<file path="config.mk">
export PLATFORM = sky130hd
export DESIGN_NAME = irq_pending_flat
export DESIGN_NICKNAME = d
export VERILOG_FILES = /design/src/rtl/irq_pending_if.sv /design/src/rtl/irq_pending.sv /design/src/flat_wrapper.sv
export SDC_FILE = /design/constraint.sdc
export NUM_CORES = 1
export LEC_CHECK = 0
export ABC_AREA = 1
export BUFFER_PORTS_ARGS = -buffer_cell sky130_fd_sc_hd__buf_4
export CAP_MARGIN = 20
export CELL_PAD_IN_SITES_DETAIL_PLACEMENT = 1
export CELL_PAD_IN_SITES_GLOBAL_PLACEMENT = 1
export CORE_MARGIN = 2
export CORE_UTILIZATION = 40
export CTS_CLUSTER_DIAMETER = 120
export DETAILED_ROUTE_END_ITERATION = 12
export PLACE_DENSITY_LB_ADDON = 0.1
export SETUP_SLACK_MARGIN = 0.4
export SLEW_MARGIN = 20
export SYNTH_ARGS = -nofsm -noshare
export SYNTH_HDL_FRONTEND = slang
export SYNTH_SLANG_ARGS = --single-unit
</file>
<file path="constraint.sdc">
create_clock -name clk -period 2.6 [get_ports clk]
set_clock_uncertainty 0.2 [all_clocks]
set_input_delay 0.65 -clock clk [delete_from_list [all_inputs] [get_ports clk]]
set_output_delay 0.65 -clock clk [all_outputs]
set_load 0.005 [all_outputs]
</file>
<file path="src/rtl/irq_pending_if.sv">
// Request/acknowledge bundle between the raw interrupt lines, the pending
// tracker and its consumer (priority encoder plus service handshake).
interface irq_pending_if;
    logic [3:0] irq;
    logic [3:0] mask;
    logic       ack;
    logic [1:0] ack_id;
    logic       eoi;
    logic       clr_ovf;
    logic [3:0] pend;
    logic       irq_out;
    logic       in_svc;
    logic [1:0] svc_id;
    logic [3:0] ovf;

    modport master (
        output irq, mask, ack, ack_id, eoi, clr_ovf,
        input  pend, irq_out, in_svc, svc_id, ovf
    );

    modport slave (
        input  irq, mask, ack, ack_id, eoi, clr_ovf,
        output pend, irq_out, in_svc, svc_id, ovf
    );
endinterface

</file>
<file path="src/rtl/irq_pending.sv">
// Four-line interrupt pending tracker: synchronises raw lines, latches rising
// edges as pending bits, flags overflows and runs the ack/eoi service handshake.
module irq_pending #(
    parameter int SYNC_STAGES = 2
) (
    input logic         clk,
    input logic         rst_n,
    irq_pending_if.slave bus
);
    typedef enum logic [1:0] {IDLE, ACTIVE, SERVICE} state_t;

    state_t     state_reg, state_next;
    logic [3:0] sync_last;
    logic [3:0] prev_reg;
    logic [3:0] edge_vec;
    logic [3:0] pending_reg, pending_next;
    logic [3:0] ovf_reg, ovf_next;
    logic [3:0] ack_clr;
    logic [1:0] svc_id_reg, svc_id_next;
    logic       accept;
    logic [SYNC_STAGES:0] ready_reg;

    genvar gi;
    generate
        for (gi = 0; gi < 4; gi++) begin : g_sync
            logic [SYNC_STAGES-1:0] chain_reg;
            always_ff @(posedge clk or negedge rst_n) begin
                if (!rst_n) chain_reg <= '0;
                else        chain_reg <= {chain_reg[SYNC_STAGES-2:0], bus.irq[gi]};
            end
            assign sync_last[gi] = chain_reg[SYNC_STAGES-1];
        end
    endgenerate

    // The chain and prev fill one cycle apart after reset; hold edge detection
    // off until both have settled so lines already high never look like edges.
    always_ff @(posedge clk or negedge rst_n) begin
        if (!rst_n) ready_reg <= '0;
        else        ready_reg <= {ready_reg[SYNC_STAGES-1:0], 1'b1};
    end

    assign edge_vec = sync_last & ~prev_reg & {4{ready_reg[SYNC_STAGES]}};
    assign bus.pend = pending_reg & ~bus.mask;
    assign accept   = (state_reg == ACTIVE) && bus.ack && bus.pend[bus.ack_id];
    assign ack_clr  = accept ? (4'b0001 << bus.ack_id) : 4'b0000;

    always_comb begin
        // A new edge on the bit being acknowledged re-arms it and is not an overflow.
        pending_next = (pending_reg & ~ack_clr) | edge_vec;
        ovf_next     = (ovf_reg & ~{4{bus.clr_ovf}}) | (edge_vec & pending_reg & ~ack_clr);
        svc_id_next  = accept ? bus.ack_id : svc_id_reg;
        state_next   = state_reg;
        case (state_reg)
            IDLE:    if (|bus.pend) state_next = ACTIVE;
            ACTIVE: begin
                if (accept)          state_next = SERVICE;
                else if (~|bus.pend) state_next = IDLE;
            end
            SERVICE: if (bus.eoi) state_next = IDLE;
            default: state_next = IDLE;
        endcase
    end

    always_ff @(posedge clk or negedge rst_n) begin
        if (!rst_n) begin
            state_reg   <= IDLE;
            prev_reg    <= '0;
            pending_reg <= '0;
            ovf_reg     <= '0;
            svc_id_reg  <= '0;
        end else begin
            state_reg   <= state_next;
            prev_reg    <= sync_last;
            pending_reg <= pending_next;
            ovf_reg     <= ovf_next;
            svc_id_reg  <= svc_id_next;
        end
    end

    assign bus.irq_out = (state_reg == ACTIVE);
    assign bus.in_svc  = (state_reg == SERVICE);
    assign bus.svc_id  = svc_id_reg;
    assign bus.ovf     = ovf_reg;
endmodule

</file>
<file path="src/flat_wrapper.sv">
// flat-port wrapper written by rule: the top's interface ports become plain ports
module irq_pending_flat 
#(
    parameter int SYNC_STAGES = 2
)
  (clk, rst_n, bus_irq, bus_mask, bus_ack, bus_ack_id, bus_eoi, bus_clr_ovf, bus_pend, bus_irq_out, bus_in_svc, bus_svc_id, bus_ovf);
  irq_pending_if bus_i ();
  input logic clk;
  input logic rst_n;
  input wire logic [$bits(bus_i.irq)-1:0] bus_irq;
  input wire logic [$bits(bus_i.mask)-1:0] bus_mask;
  input wire logic [$bits(bus_i.ack)-1:0] bus_ack;
  input wire logic [$bits(bus_i.ack_id)-1:0] bus_ack_id;
  input wire logic [$bits(bus_i.eoi)-1:0] bus_eoi;
  input wire logic [$bits(bus_i.clr_ovf)-1:0] bus_clr_ovf;
  output wire logic [$bits(bus_i.pend)-1:0] bus_pend;
  output wire logic [$bits(bus_i.irq_out)-1:0] bus_irq_out;
  output wire logic [$bits(bus_i.in_svc)-1:0] bus_in_svc;
  output wire logic [$bits(bus_i.svc_id)-1:0] bus_svc_id;
  output wire logic [$bits(bus_i.ovf)-1:0] bus_ovf;
  assign bus_i.irq = bus_irq;
  assign bus_i.mask = bus_mask;
  assign bus_i.ack = bus_ack;
  assign bus_i.ack_id = bus_ack_id;
  assign bus_i.eoi = bus_eoi;
  assign bus_i.clr_ovf = bus_clr_ovf;
  assign bus_pend = bus_i.pend;
  assign bus_irq_out = bus_i.irq_out;
  assign bus_in_svc = bus_i.in_svc;
  assign bus_svc_id = bus_i.svc_id;
  assign bus_ovf = bus_i.ovf;
  irq_pending #(.SYNC_STAGES(SYNC_STAGES)) u_core (.clk(clk), .rst_n(rst_n), .bus(bus_i));
endmodule
</file>
Yosys cells after proc, flatten, opt, wreduce, memory -nomap -nowiden
Index checks and enable logic that the tools add are counted.
{"block": "word_totals", "register_bits": 27, "word_cells": 43}
{"block": "op_classes", "order_cmp": 1, "eq_ne": 5, "shifts": 1, "n_mux": 8, "bitwise": 13, "reduce_logical": 5}
{"cell": "$and 4x4->4", "count": 7}
{"cell": "$not 4->4", "count": 4}
{"cell": "$mux 2", "count": 4}
{"cell": "$or 4x4->4", "count": 2}
{"cell": "$pmux 2 s3", "count": 1}
{"cell": "$mux 4", "count": 1}
{"cell": "$reduce_or 4->1", "count": 1}
{"cell": "$shl 1x2->4 const A", "count": 1}
{"cell": "$lt 2x3->1 const B", "count": 1}
{"cell": "$ne 3x2->1 const B", "count": 1}
{"cell": "$reduce_and 3->1", "count": 1}
{"cell": "$bmux 1 s2", "count": 1}
{"cell": "$eq 2x1->1 const B", "count": 1}
{"cell": "$eq 2x2->1 const B", "count": 1}
{"cell": "$logic_and 1x1->1", "count": 2}
{"cell": "$logic_not 2->1", "count": 1}
{"cell": "$ne 2x1->1 const B", "count": 1}
{"cell": "$ne 2x2->1 const B", "count": 1}
{"cell": "$mux 1", "count": 1}

Depth between registers and ports, before layout
Gate-level depths: netlist of run 1.
{"block": "logic_depth", "depth_word": 9, "mapped_depth": 8, "depth_no_buf": 8}

Worst setup path before layout of run 1
Ideal clock, no wire load.
{"block": "synth_timing", "kind": "input port to output port", "from": "in bus_mask[0]", "to": "out bus_pend[0]", "t_arrival_ns": 0.805, "required_ns": 1.750, "slack_ns": 0.945, "cell_stages": 3, "path_cell_list": "inv_1 > nand2_1 > inv_1"}
{"block": "synth_between", "elab_chain_len": 2}
{"element": "from (decl)", "line_no": "flat_wrapper.sv:11", "text": "input wire logic [$bits(bus_i.mask)-1:0] bus_mask;"}
{"element": "$not 4->4", "line_no": "irq_pending.sv:43", "text": "assign bus.pend = pending_reg & ~bus.mask;"}
{"element": "$and 4x4->4", "line_no": "irq_pending.sv:43"}
{"element": "to (decl)", "line_no": "flat_wrapper.sv:16", "text": "output wire logic [$bits(bus_i.pend)-1:0] bus_pend;"}
No other way between the ends.

Worst setup path in the final report of run 1
{"block": "layout_timing", "from": "reg u_core.state_reg[1]", "to": "out bus_irq_out"}
{"block": "layout_between", "elab_chain_len": 1}
{"element": "from (decl)", "line_no": "irq_pending.sv:12", "text": "state_t state_reg, state_next;"}
{"element": "from (signal assigned)", "line_no": "irq_pending.sv:72", "text": "state_reg <= state_next;"}
{"element": "$eq 2x1->1", "line_no": "irq_pending.sv:80", "text": "assign bus.irq_out = (state_reg == ACTIVE);"}
{"element": "to (decl)", "line_no": "flat_wrapper.sv:17", "text": "output wire logic [$bits(bus_i.irq_out)-1:0] bus_irq_out;"}
No other way between the ends.

==> summary.md, run 1 <==
| Metric | Value |
|---|---|
| Status | completed |
| Largest net degree at the start of global routing | 28 |
| First-pass GRT wire length | 3.20 mm |
| Critical Path Start Type | register |
| Sw power | 0.000301 W |
| Post-CTS setup buffers | 0 |
| Final Hold Viols | 0 |
| Post-synth top area share | 64.5% |
| R2R Path Start | u_core.state_reg[1] |
| Die Y | 55.2 um |
| Worst path required time | 1750 ps |
| R2R Setup Slk | 1150 ps |
| DR iter-0 viols | 3 |
| HPWL after detailed placement | 1.60 mm |
| ANT nets after route | 0 |
| Internal power | 0.000671 W |
| Nets | 160 |
| CP arrival | 1050 ps |
| Crit-path slowest cell | dfrtp_1 |
| Htree depth | 1 |
| Vias in the first global route | 763 |
| Crit path cell chain | inv_2 -> nand2_1 -> inv_1 -> buf_4 |
| Pwr Density | 743 nW/um2 |
| CTS tree | yes |
| Critical path's top delay family | flip-flops |
| GRT Util Overall | 15.4% |
| Residual DRC count | 0 |
| Sequential cell area | 676 um2 |
| Share of cells above drive strength 1 | 25.0% |
| Register area share after synthesis | 64.5% |
| Hold-fix buffers, CTS | 0 |
| Rows | 18 |
| Post-Layout Cell Count | 174 |
| Syn Area/Cell | 9.19 um2 |
| Initial antenna violation count | 0 |
| Largest register FFs | 8 |
| RD Place Congestion | 0.767 |
| Layout fillers | 300 |
| Crit path buffers/inverters | 3 |
| Multi-input logic area | 278 um2 |
| Ranking of synthesized cells by area | dfrtp_1 (65%), nand2_1 (12%), inv_1 (8.2%) |
| RSZ-0062 raised after global routing | no |
| Fin crit period | 1900 ps |
| Crit share post-route | 73.2% |
| Die Wd | 55.2 um |
| Post-Syn Area | 1050 um2 |
| Reg power frac | 54.1% |
| Routed WL | 2.00 mm |
| Delay of the slowest cell on the worst path | 400 ps |
| Yosys cell types | 15 |
| Starting Density | 42.3% |
| CTS Sinks | 27 |
| Maximum buffer depth of the clock tree | 2 |
| Clock power share | 18.1% |
| Core Footprint | 2480 um2 |
| DR vias/cell | 4.58 |
| Area after DPL | 1280 um2 |
| RR Endpoint | u_core.bus.ovf[3] |
| Routed via count | 797 |
| IO Pins | 27 |
| TNS Setup | 0 ps |
| IO Port Bufs | 26 |
| Max VDD drop | 473 uV |
| Clock Pin Slew Worst Setup and Hold Paths | 140 ps |
| Cells after synthesis | 114 |
| Yosys warning count | 0 |
| CTS resizes | 0 |
| Total of max-cap violations | 0 |
| Syn_nets | 129 |
| Routed len/inst | 11.5 um |
| Logic pwr share | 27.8% |
| Fmax | 526 MHz |
| R2R depth | 8 |
| GRT overflow | 0 |
| Crit path kind | register to output port |
| Worst-Skew Late Latency | 320 ps |
| Min-Delay Path Class | primary input to async pin |
| Design area | 1310 um2 |
| Inst Count DP | 170 |
| CP endpoint kind | output port |
| Area leader, netlist | dfrtp_1 |
| CTS buffer count | 3 |
| CP Max Fanout | 4 |
| Pleak | 0.747 nW |
| Die footprint | 3040 um2 |
| Antenna diodes | 0 |
| Root Driver | clkbuf_4 |
| Final setup violation count | 0 |
| Hold_ws | 10.7 ps |
| Area grow syn2layout | 24.9% |
| TritonRoute pass-1 iters | 4 |
| Seq cells post-synth | 27 |
| Switching portion of total power | 31.0% |
| Slew Viols, Final | 0 |
==> worst reg2reg max path, cell delays in order (launching register included) <==
cell,delay (ps)
dfrtp_1,400
inv_2,70
nand2_1,100
nor2_2,120
nand2_2,80
nor2_4,170
nand2_1,90
nand2_1,70
o21ai_1,70
==> area by class of cell <==
cell class	count	area share, %
Inverter	25	7.18
Timing Repair Buffer	26	14.9
Clock inverter	1	0.383
Sequential cell	27	51.7
Clock buffer	3	1.72
Multi-Input combinational cell	62	21.2
Tap cell	30	2.87
==> through the flow <==
step	setup WS (ps)	util, %	power, W
2_1_floorplan	945	-	0.000672
3_3_place_gp	700	51.7	0.000794
3_5_place_dp	700	51.7	0.000812
4_1_cts	677	52.8	0.000988
5_1_grt	626	52.8	0.00105
6_report	697	52.8	0.000972
==> worst max-delay path by stage <==
stage / cells past startpoint / slack, ps / to / start
2_1_floorplan: 3 / 950 / bus_pend[0] / bus_mask[0]
3_3_place_gp: 5 / 700 / bus_pend[3] / bus_mask[3]
3_5_place_dp: 5 / 700 / bus_pend[3] / bus_mask[3]
4_1_cts: 4 / 680 / bus_irq_out / u_core.state_reg[1]
5_1_grt: 4 / 630 / bus_irq_out / u_core.state_reg[1]
6_report: 4 / 700 / bus_irq_out / u_core.state_reg[1]
==> cells in the mapped netlist <==
master / n
o21ai_0: 1
nand3b_1: 4
nand2_1: 34
o21ai_1: 6
nor2_2: 1
inv_2: 2
nand3_1: 1
inv_1: 23
a21oi_1: 1
nand3_2: 1
nor2_1: 10
conb_1: 1
dfrtp_1: 27
nor2_4: 1
nand2_2: 1
==> cell families (layout without fill, tap and decap cells) <==
| logic type | count (synthesis) | in the layout | share of synthesized area [%] |
|---|---|---|---|
| compound gates | 8 | 8 | 3.82 |
| flops | 27 | 27 | 64.5 |
| simple gates | 53 | 53 | 22.3 |
| other cells | 1 | 1 | 0.358 |
| buf+inv | 25 | 55 | 8.96 |
==> power groups by stage <==
stage | Combinational (W) | Clock (W) | Sequential, W
finish | 0.000270 | 0.000176 | 0.000526
global route | 0.000314 | 0.000199 | 0.000535
CTS | 0.000278 | 0.000184 | 0.000527
detailed placement | 0.000277 | 0 | 0.000535
global placement | 0.000263 | 0 | 0.000531
floorplan | 0.000144 | 0 | 0.000528
==> cell usage in the layout, fill, tap and decap left out, types with 2 or more instances in the layout <==
master,n
inv_2,2
inv_1,23
o21ai_1,6
nor2_1,10
dfrtp_1,27
nand3b_1,4
clkbuf_4,3
nand2_1,34
buf_4,26
==> layer usage <==
layer  share of wire, %  up-vias  track usage, %
li1                   -      396               -
met1                 44      383            17.5
met2                 50       16            28.0
met3                4.8        2            3.23
met4               0.70        0            6.10
met5                  0        -               0
(Power assumes the default switching activity.)
==> run 2, diff against run 1 <==
Settings changed: CORE_UTILIZATION 40 to 34.
Clock period 2.6 ns to 1.57 ns, I/O delays scaled along.
==> summary.md, run 2 (synthesis results as in run 1) <==
| Metric | Value |
|---|---|
| Status | finished with violations |
| Failing checks | setup timing |
| Pleak | 0.870 nW (+16%) |
| Residual DRC count | 0 (unchanged) |
| Multi-input logic area | 358 um2 (+29%) |
| Routed WL | 2.29 mm (+14%) |
| DR iter-0 viols | 10 (+7) |
| Min-Delay Path Class | primary input to register |
| Initial antenna violation count | 0 (unchanged) |
| Logic pwr share | 40.0% (+12 points) |
| Largest net degree at the start of global routing | 28 (unchanged) |
| Fin crit period | 1590 ps |
| Most common library cell in the layout ignoring fill and taps | buf_4 |
| Root Driver | clkbuf_4 |
| Final Hold Viols | 0 (unchanged) |
| TNS Setup | -31.3 ps (-31.3 ps) |
| Hold_ws | 55.8 ps (+45.1 ps) |
| Max VDD drop | 510 uV (+8.0%) |
| IO Port Bufs | 26 (unchanged) |
| CP Max Fanout | 4 (unchanged) |
| Total of max-cap violations | 0 (unchanged) |
| Crit share post-route | 102% |
| RR Endpoint | u_core.bus.ovf[1] |
| Clock Pin Slew Worst Setup and Hold Paths | 140 ps (about the same) |
| Maximum buffer depth of the clock tree | 2 (unchanged) |
| ANT nets after route | 0 (unchanged) |
| IO Pins | 27 (unchanged) |
| CTS Sinks | 27 (unchanged) |
| Hold Path Depth | 2 |
| First-pass GRT wire length | 4.08 mm (+28%) |
| Critical Path Start Type | register |
| Commonest cells after routing, fill and taps aside | buf_4 (30), dfrtp_1 (27), nand2_1 (17) |
| Crit path kind | register to output port |
| Antenna diodes | 0 (unchanged) |
| Worst path required time | 980 ps (-770 ps) |
| Reg power frac | 45.0% (-9.1 points) |
| Worst-Skew Late Latency | 320 ps (about the same) |
| Sequential cell area | 676 um2 (unchanged) |
| R2R Setup Slk | 40 ps (-1110 ps) |
| GRT Util Overall | 15.6% (+0.23 points) |
| R2R depth | 9 (+1) |
| RD Place Congestion | 0.777 (+1.3%) |
| DR vias/cell | 4.35 (-5.0%) |
| Slew Viols, Final | 0 (unchanged) |
| Fmax | 627 MHz |
| Area grow syn2layout | 56.5% |
| CP endpoint kind | output port |
| CP arrival | 1000 ps (-50 ps) |
| Clock power share | 15.1% (-3.0 points) |
| CTS buffer count | 3 (unchanged) |
| Vias in the first global route | 926 (+21%) |
| CTS tree | yes |
| Htree depth | 1 (unchanged) |
| Rows | 20 (+2) |
| Largest register FFs | 8 (unchanged) |
| Starting Density | 34.9% (-7.4 points) |
| PnR worst setup slack | -24.0 ps (-721 ps) |
| Routed len/inst | 11.5 um (+0.12%) |
| TritonRoute pass-1 iters | 4 (unchanged) |
| Die Wd | 59.5 um (+7.9%) |
| GRT overflow | 0 (unchanged) |
| RSZ-0062 raised after global routing | yes |
| Internal power | 0.00135 W (+100%) |
| Layout fillers | 351 (+17%) |
| Switching portion of total power | 31.4% (+0.38 points) |
| HPWL after detailed placement | 1.68 mm (+5.2%) |
| Final setup violation count | 2 (+2) |
| Pwr Density | 1200 nW/um2 (+62%) |
| Worst setup path start | u_core.state_reg[1] |
| CP Capture Point | bus_irq_out |
| Nets | 182 (+14%) |
| Share of cells above drive strength 1 | 49.4% (+24 points) |
| Die Y | 59.5 um (+7.9%) |
| R2R Path Start | u_core.state_reg[1] |
| Routed via count | 866 (+8.7%) |
| Sw power | 0.000618 W (+110%) |
| Core Footprint | 3000 um2 (+21%) |
| Die footprint | 3540 um2 (+16%) |
## run 2: cell count changes in the layout (fill, tap and decap cells not counted), moves of 2 or more
cell / delta
inv_2: +6
dlygate4sd3_1: +5
nand2_4: +4
inv_1: -10
buf_6: +13
nor2_1: -3
nor2_4: +2
nand2_2: +13
nand2_1: -17
buf_4: +4
inv_8: +2
## run 2: stage by stage
stage	cells	cell area [um2]	worst slack (ps)	util, %	power (W)
after global placement	173	1340	46.7	44.7	0.00136
after CTS	196	1610	-42.8	53.6	0.00196
after global routing	199	1640	-107	54.6	0.00211
final	199	1640	-24.0	54.6	0.00197
after detailed placement	173	1340	27.4	44.7	0.00139
after floorplan	114	1100	317	-	0.00114
## run 2: worst min path at each step
stage / from / to / slack, ps
after floorplan: rst_n / u_core.bus.ovf[0] / -100
after global placement: rst_n / u_core.g_sync[1].chain_reg[0] / 120
after detailed placement: rst_n / u_core.g_sync[1].chain_reg[0] / 130
after CTS: bus_clr_ovf / u_core.bus.ovf[2] / 40
after global routing: bus_clr_ovf / u_core.bus.ovf[3] / 40
final: bus_clr_ovf / u_core.bus.ovf[2] / 60
## run 2: timing repair
item / in CTS / in global routing
pin swaps: 14 / 6
endpoints found under the setup margin: 24 / 24
buffers inserted: 14 / 3
resized for setup: 31 / 3
hold buffers: 5 / 0
hold endpoints to repair: 31 / 0
## run 2: area by class of cell
type / instances / area share, %
clock buffers: 4 / 1.60
repair buffers: 48 / 25.7
well taps: 33 / 2.52
multi-input cells: 62 / 21.8
flip-flops and latches: 27 / 41.2
inverters: 25 / 7.10
## run 2: layer usage
| metal | up-vias | share of wire [%] | global-route usage, % |
|---|---|---|---|
| li1 | 433 | - | - |
| met1 | 416 | 42 | 19.9 |
| met2 | 15 | 53 | 26.2 |
| met3 | 2 | 3.4 | 2.62 |
| met4 | 0 | 0.79 | 6.67 |
| met5 | - | 0 | 0 |
## run 2: critical path, cell delays in order, from the launching register on
cell and delay (ps):
dfrtp_1 400, inv_2 80, nand2_2 60, inv_2 50
buf_6 80
## run 2: power groups by stage
stage | combinational, W | clock (W) | sequential [W]
floorplan | 0.000258 | 0 | 0.000887
global placement | 0.000469 | 0 | 0.000891
CTS | 0.000754 | 0.000314 | 0.000888
finish | 0.000787 | 0.000297 | 0.000886
global route | 0.000867 | 0.000344 | 0.000903
detailed placement | 0.000486 | 0 | 0.000899
